`src/rtl/coeff_unpack_stream.sv`:
```
// coeff_unpack_stream: streaming bit-unpacker for Dilithium packed polynomials.
// Accepts W-bit LSB-first packed words. Emits LANES coefficients per beat, each mapped into [0,Q).
// Each polynomial is framed by start and last_o. Both sides use valid/ready handshakes.
// Optional feature macro: DECODE_RANGE_CHECK_EN adds the sticky range_err output.
module coeff_unpack_stream #(
  parameter int W       = 64,
  parameter int LANES   = 4,
  parameter int COEFF_W = 23,
  parameter int N       = 256,
  parameter int Q       = 8380417
) (
  input  logic                     clk,
  input  logic                     rst_n,
  input  logic                     start,
  input  logic [2:0]               sec_lvl,
  input  logic [2:0]               encode_mode,
  output logic                     busy,
  output logic                     cfg_err,
  input  logic                     valid_i,
  output logic                     ready_i,
  input  logic [W-1:0]             di,
  output logic [LANES*COEFF_W-1:0] samples,
  output logic                     valid_o,
  output logic                     last_o,
  input  logic                     ready_o
`ifdef DECODE_RANGE_CHECK_EN
  ,
  output logic                     range_err
`endif
);

  localparam int BUF_W  = W + LANES * 20;
  localparam int FILL_W = $clog2(BUF_W + 1);
  localparam int BEATS  = N / LANES;
  localparam int BEAT_W = $clog2(BEATS + 1);
  localparam int WORD_W = $clog2((N * 20) / W + 1);
  localparam logic [31:0] Q_U = Q;

  localparam logic [2:0] MODE_T0 = 3'd0;
  localparam logic [2:0] MODE_T1 = 3'd1;
  localparam logic [2:0] MODE_S1 = 3'd2;
  localparam logic [2:0] MODE_S2 = 3'd3;
  localparam logic [2:0] MODE_W1 = 3'd4;
  localparam logic [2:0] MODE_Z  = 3'd5;

  typedef enum logic [0:0] {ST_IDLE = 1'b0, ST_RUN = 1'b1} state_t;

  typedef struct packed {
    logic        ok;
    logic [4:0]  bw;
    logic [19:0] centre;
  } cfg_t;

  // Field width and centre for a {sec_lvl, mode} pair; ok=0 marks unsupported combinations
  function automatic cfg_t cfg_lookup(input logic [2:0] lvl, input logic [2:0] mode);
    cfg_t c;
    c.ok     = 1'b0;
    c.bw     = 5'd0;
    c.centre = 20'd0;
    if ((lvl == 3'd2) || (lvl == 3'd3) || (lvl == 3'd5)) begin
      c.ok = 1'b1;
      case (mode)
        MODE_T0: begin c.bw = 5'd13; c.centre = 20'd4096; end
        MODE_T1: begin c.bw = 5'd10; c.centre = 20'd0; end
        MODE_S1, MODE_S2: begin
          if (lvl == 3'd3) begin c.bw = 5'd4; c.centre = 20'd4; end
          else begin c.bw = 5'd3; c.centre = 20'd2; end
        end
        MODE_W1: begin
          if (lvl == 3'd2) c.bw = 5'd6;
          else c.bw = 5'd4;
        end
        MODE_Z: begin
          if (lvl == 3'd2) begin c.bw = 5'd18; c.centre = 20'd131072; end
          else begin c.bw = 5'd20; c.centre = 20'd524288; end
        end
        default: c.ok = 1'b0;
      endcase
    end else begin
      c.ok = 1'b0;
    end
    return c;
  endfunction

  // Map a raw field into [0,Q): shifted for T1, raw for W1, centred (C - x mod Q) otherwise
  function automatic logic [COEFF_W-1:0] map_field(input logic [19:0] x, input logic [2:0] mode,
                                                   input logic [19:0] centre);
    logic [31:0] xv, cv, v;
    xv = {12'd0, x};
    cv = {12'd0, centre};
    case (mode)
      MODE_T1: v = xv << 13;
      MODE_W1: v = xv;
      default: v = (xv > cv) ? (Q_U + cv - xv) : (cv - xv);
    endcase
    return v[COEFF_W-1:0];
  endfunction

`ifdef DECODE_RANGE_CHECK_EN
  // Field outside the legal encoding: S1/S2 above 2*eta, Z mapping outside (-gamma1, gamma1]
  function automatic logic field_bad(input logic [19:0] x, input logic [2:0] mode, input logic [19:0] centre);
    logic [20:0] xv, lim;
    logic        r;
    xv  = {1'b0, x};
    lim = {centre, 1'b0};
    case (mode)
      MODE_S1, MODE_S2: r = (xv > lim);
      MODE_Z:           r = (xv >= lim);
      default:          r = 1'b0;
    endcase
    return r;
  endfunction
`endif

  state_t                   state_r, state_next;
  logic [2:0]               mode_r;
  logic [4:0]               bw_r;
  logic [19:0]              centre_r;
  logic [BUF_W-1:0]         buf_r;
  logic [FILL_W-1:0]        fill_r;
  logic [WORD_W-1:0]        words_r;
  logic [BEAT_W-1:0]        beats_r;

  cfg_t                     cfg_s;
  logic [FILL_W-1:0]        ext_bits_s;
  logic [WORD_W-1:0]        words_total_s;
  logic                     accept_s, extract_s, done_s;
  logic [LANES*COEFF_W-1:0] lanes_s;
  logic [BUF_W-1:0]         buf_next_s;
  logic [FILL_W-1:0]        fill_next_s;
`ifdef DECODE_RANGE_CHECK_EN
  logic                     range_hit_s;
`endif

  assign cfg_s         = cfg_lookup(sec_lvl, encode_mode);
  assign ext_bits_s    = FILL_W'(LANES * int'(bw_r));
  assign words_total_s = WORD_W'((N * int'(bw_r)) / W);
  assign busy          = (state_r == ST_RUN);
  // Only registered state feeds ready_i, so downstream ready_o never reaches it combinationally
  assign ready_i       = busy && (words_r < words_total_s) && ((int'(fill_r) + W) <= BUF_W);
  assign accept_s      = valid_i && ready_i;
  assign extract_s     = busy && (bw_r != 5'd0) && (fill_r >= ext_bits_s) &&
                         (int'(beats_r) < BEATS) && (!valid_o || ready_o);
  assign done_s        = valid_o && ready_o && last_o;

  // Slice the low LANES fields out of the accumulator and map each one
  always_comb begin
    logic [19:0] mask, x;
    lanes_s = '0;
    mask    = (20'd1 << bw_r) - 20'd1;
    x       = 20'd0;
`ifdef DECODE_RANGE_CHECK_EN
    range_hit_s = 1'b0;
`endif
    for (int k = 0; k < LANES; k++) begin
      x = 20'(buf_r >> (k * int'(bw_r))) & mask;
      lanes_s[k*COEFF_W +: COEFF_W] = map_field(x, mode_r, centre_r);
`ifdef DECODE_RANGE_CHECK_EN
      range_hit_s = range_hit_s | field_bad(x, mode_r, centre_r);
`endif
    end
  end

  // Accumulator update: drop the extracted bits, then append an accepted word above what remains
  always_comb begin
    logic [BUF_W-1:0]  shifted;
    logic [FILL_W-1:0] fill_after;
    shifted    = extract_s ? (buf_r >> ext_bits_s) : buf_r;
    fill_after = extract_s ? (fill_r - ext_bits_s) : fill_r;
    if (accept_s) begin
      buf_next_s  = shifted | (BUF_W'(di) << fill_after);
      fill_next_s = fill_after + FILL_W'(W);
    end else begin
      buf_next_s  = shifted;
      fill_next_s = fill_after;
    end
  end

  // Next state: start a polynomial on a supported start, finish on the last output handshake
  always_comb begin
    state_next = state_r;
    case (state_r)
      ST_IDLE: begin
        if (start && cfg_s.ok) state_next = ST_RUN;
        else state_next = ST_IDLE;
      end
      ST_RUN: begin
        if (done_s) state_next = ST_IDLE;
        else state_next = ST_RUN;
      end
      default: state_next = ST_IDLE;
    endcase
  end

  // State register
  always_ff @(posedge clk or negedge rst_n) begin
    if (!rst_n) state_r <= ST_IDLE;
    else state_r <= state_next;
  end

  // Configuration latch, accumulator and word/beat counters
  always_ff @(posedge clk or negedge rst_n) begin
    if (!rst_n) begin
      mode_r   <= 3'd0;
      bw_r     <= 5'd0;
      centre_r <= 20'd0;
      buf_r    <= '0;
      fill_r   <= '0;
      words_r  <= '0;
      beats_r  <= '0;
      cfg_err  <= 1'b0;
    end else begin
      cfg_err <= (state_r == ST_IDLE) && start && !cfg_s.ok;
      if ((state_r == ST_IDLE) || done_s) begin
        if ((state_r == ST_IDLE) && start && cfg_s.ok) begin
          mode_r   <= encode_mode;
          bw_r     <= cfg_s.bw;
          centre_r <= cfg_s.centre;
        end else begin
          mode_r   <= mode_r;
        end
        buf_r   <= '0;
        fill_r  <= '0;
        words_r <= '0;
        beats_r <= '0;
      end else begin
        buf_r  <= buf_next_s;
        fill_r <= fill_next_s;
        if (accept_s) words_r <= words_r + WORD_W'(1);
        else words_r <= words_r;
        if (extract_s) beats_r <= beats_r + BEAT_W'(1);
        else beats_r <= beats_r;
      end
    end
  end

  // One-deep output register; contents hold while valid_o is stalled by ready_o
  always_ff @(posedge clk or negedge rst_n) begin
    if (!rst_n) begin
      samples <= '0;
      valid_o <= 1'b0;
      last_o  <= 1'b0;
    end else if (extract_s) begin
      samples <= lanes_s;
      valid_o <= 1'b1;
      last_o  <= (int'(beats_r) == (BEATS - 1));
    end else if (ready_o) begin
      valid_o <= 1'b0;
      last_o  <= 1'b0;
    end else begin
      valid_o <= valid_o;
    end
  end

`ifdef DECODE_RANGE_CHECK_EN
  // Sticky per-polynomial flag for out-of-range encoded fields
  always_ff @(posedge clk or negedge rst_n) begin
    if (!rst_n) range_err <= 1'b0;
    else if ((state_r == ST_IDLE) && start && cfg_s.ok) range_err <= 1'b0;
    else if (extract_s && range_hit_s) range_err <= 1'b1;
    else range_err <= range_err;
  end
`endif

endmodule

```
`config.mk`:
```
export PLATFORM = sky130hd
export DESIGN_NAME = coeff_unpack_stream
export DESIGN_NICKNAME = d
export VERILOG_FILES = /design/src/rtl/coeff_unpack_stream.sv
export SDC_FILE = /design/constraint.sdc
export NUM_CORES = 2
export LEC_CHECK = 0
export ABC_AREA = 1
export CAP_MARGIN = 5
export CELL_PAD_IN_SITES_DETAIL_PLACEMENT = 1
export CELL_PAD_IN_SITES_GLOBAL_PLACEMENT = 1
export CORE_MARGIN = 2
export CORE_UTILIZATION = 39
export DETAILED_ROUTE_END_ITERATION = 10
export PLACE_DENSITY = 0.86
export SYNTH_ARGS = -nofsm -noshare
export SYNTH_HDL_FRONTEND = slang
export SYNTH_SLANG_ARGS = --single-unit
```
`constraint.sdc`:
```
create_clock -name clk -period 5.91 [get_ports clk]
set_input_delay 1.182 -clock clk [delete_from_list [all_inputs] [get_ports clk]]
set_output_delay 1.182 -clock clk [all_outputs]
set_load 0.01 [all_outputs]
```
==> impl_metrics.csv <==
group,metric,value,unit
synthesis,synth_compound_area_share,21.8,%
synthesis,synth-simple-area-share,44.7,%
cts,cts_root_buffer,"clkbuf_16",
drt,ant_nets,0,
synthesis,synth_cells,7444,
synthesis,ys_warn_count,0,
place,hpwl,207,mm
synthesis,muxShareOfSynthArea,1.18,%
status,status,"complete, no violations",
synthesis,synth_xor_area_share,2.57,%
synthesis,synth_top_family_by_area,"simple AND/OR/NAND/NOR gates",
drt,drt_iter0_drc,6583,
final_layout,final_nets,7550,
floorplan,chipWidth,327,um
cts,numCtsBuffers,38,
floorplan,pin_count,172,
grt,grt_use_met2,74.4,%
sta,max_freq,0.174,GHz
final_layout,drive_above_1_share,7.20,%
drt,viasPerCell,6.36,
synthesis,ys_seq_area_share,16.7,%
grt,grt_pass1_wl,383,mm
grt,grt_usage,48.4,%
synthesis,yosysTopAreaCell,"nand2_1",
worst_setup_path,crit_required,6.50,ns
synthesis,yosys-top-cells-area,"nand2_1 21%, dfrtp_1 17%, nand3_1 14%",
grt,grt_max_degree,166,
sta,relSlewSlack,2.76,%
drt,routed_wl,266,mm
sta,fin_hold_ws,0.478,ns
grt,antenna_found_initial,9,
place,place_area,44400,um2
final_layout,fin_area,45700,um2
cts,cts_num_sinks,273,
synthesis,synthAdderAreaFrac,2.42,%
place,gp_congestion,1.09,
synthesis,netlist_area,40800,um2
sta,rsz0062_at_grt,"no",
cts,clk_latency,0.68,ns
synthesis,ys_async_sr_fraction,100,%
sta,min_period_over_period,97.0,%
grt,grt_util_met3,11.0,%
final_layout,final_util,44.1,%
floorplan,core_area,104000,um2
synthesis,yosysTopAreaCellShare,20.6,%
floorplan,die_h,327,um
worst_setup_path,cp_max_fo,49,
drt,wl_per_cell,30.2,um
synthesis,synth_edf_count,0,
synthesis,synth_nets,7592,
floorplan,num_rows,118,
worst_setup_path,arrival,6.33,ns
worst_setup_path,worst_setup_path_end_kind,"flop",
worst_setup_path,cp-start-kind,"flop",
floorplan,initial_core_util,39.4,%
sta,fin_crit,5.73,ns
synthesis,synthFlopType,"dfrtp_1",
synthesis,synth.avg_cell_area,5.48,um2
sta,fin_setup_tns,0,ns
worst_hold_path,worst_hold_path_type,"reg -> reg",
sta,worst_pin_slew,1.45,ns
sta,setup_viol,0,
run,maxCapViolCount,0,
drt,via_count,56000,
grt,gr-total-overflow,0,
grt,use_met1,55.5,%
cts,clk_path_buf_depth,3,
synthesis,ys_top_cells_by_count,"2,240 x nand2_1, 1,175 x nand3_1, 814 x o21ai_0, 634 x nor2_1, 497 x inv_1",
grt,grt_pass1_vias,55200,
synthesis,yosysMostFrequentCell,"nand2_1",
grt,grt.busiest_layer,"met2",
synthesis,synth-seq-cells,273,
cts,tritoncts,"yes",
cts,clkTransAtPathRegs,0.06,ns
drt,route.detailed.drc,0,
place,port_buffers,171,
drt,firstDrtPassIters,8,
cts,hold_buffers,0,
sta,skew,0.0542,ns
sta,drv_slew,0,
floorplan,die_area,107000,um2
cts,cts_max_level,2,
worst_setup_path,path_class,"reg -> reg",
sta,hold_violations,0,
synthesis,synth_cell_types,74,
final_layout,area_growth,12.1,%
==> layer usage <==
metal  up-vias  share of wire [%]  routed length, um
li1      24800                  -                  -
met1     26900                 36              96600
met2      3271                 43             114000
met3      1127                9.2              24500
met4         6                 12              30800
met5         -              0.015                 41
==> worst max-delay path, stage by stage (launching register included) <==
cell and delay [ns]:
dfrtp_4 0.49, ha_1 0.27, inv_1 0.11, fa_4 0.83, buf_4 0.48, a21oi_1 0.09, a31oi_1 0.17, nand2_1 0.07
nand3_1 0.11, a21oi_1 0.11, o21ai_1 0.43, o311ai_1 0.43, ha_1 0.44, nand2_1 0.09, nor2_1 0.14, nand2_2 0.11
nor2_4 0.17, nand2_1 0.08, nand2_2 0.34, buf_4 0.24, nand3_2 0.11, nand2_1 0.10, nand2_1 0.05, a21boi_1 0.14
==> state kept, by name, indices dropped and copies added (netlist names) <==
name      cells
mode_r        3
busy          1
samples      92
last_o        1
fill_r        6
beats_r       7
cfg_err       1
buf_r       144
bw_r          5
centre_r      5
valid_o       1
words_r       7
==> placed cells by master, fill, tap and decap left out, types with 29 or more instances in the layout <==
cell	instances
a21oi_1	359
a22oi_1	52
a31oi_1	38
buf_4	237
clkbuf_16	38
clkdlybuf4s50_1	170
dfrtp_1	268
ha_1	62
inv_1	494
mux2i_1	48
nand2_1	2238
nand3_1	1174
nand4_1	29
nor2_1	631
nor2_2	39
nor3_1	46
o211ai_1	64
o21ai_0	808
o21ai_1	93
or2_2	41
xor2_1	85
==> path summary, 6_finish.rpt <==
check / start / endpoint / slack (ns) / depth (start not counted)
setup / recovery: bw_r[1] / samples[90] / 0.18 / 23
hold / removal: samples[77] / samples[77] / 0.48 / 2
setup reg to reg: bw_r[1] / samples[90] / 0.18 / 23
hold reg to reg: samples[77] / samples[77] / 0.48 / 2
max in group asynchronous: rst_n / buf_r[94] / 3.97 / 2
min in group asynchronous: rst_n / samples[26] / 0.50 / 1
==> cell type report <==
cell class | count | area [um2]
inverters | 530 | 2020
clock inverters | 19 | 239
diodes | 2 | 5.00
clock buffers | 49 | 1050
well taps | 1380 | 1730
repair buffers | 436 | 4030
fillers | 14600 | 57900
multi-input cells | 6123 | 29800
flip-flops and latches | 273 | 6850
==> per-stage QoR <==
| step | instances | setup slack, ns |
|---|---|---|
| 6_report | 8812 | 0.178 |
| 5_1_grt | 8810 | 0.0170 |
| 4_1_cts | 8807 | 0.0558 |
| 3_5_place_dp | 8739 | -0.381 |
| 3_3_place_gp | 8739 | -0.211 |
| 2_1_floorplan | 7444 | 0.0499 |
==> repair_timing <==
| action | 4_1_cts | 5_1_grt |
|---|---|---|
| buffers inserted | 0 | 0 |
| resized for setup | 2 | 4 |
| setup endpoints to repair | 23 | 22 |
==> kinds of logic (layout without fill, tap and decap cells) <==
kind of cell	after synthesis	in the layout
muxes	48	48
other	0	2
adders and majority gates	73	73
buffers and inverters	1048	1034
xor gates and xnor gates	117	117
AOI/OAI and AO/OA	1599	1599
DFF	273	273
and+or+nand+nor	4286	4286
Power is left out: the tool's default activity adds up to more than one toggle a clock period on the data nets, which glitch-free logic cannot reach.
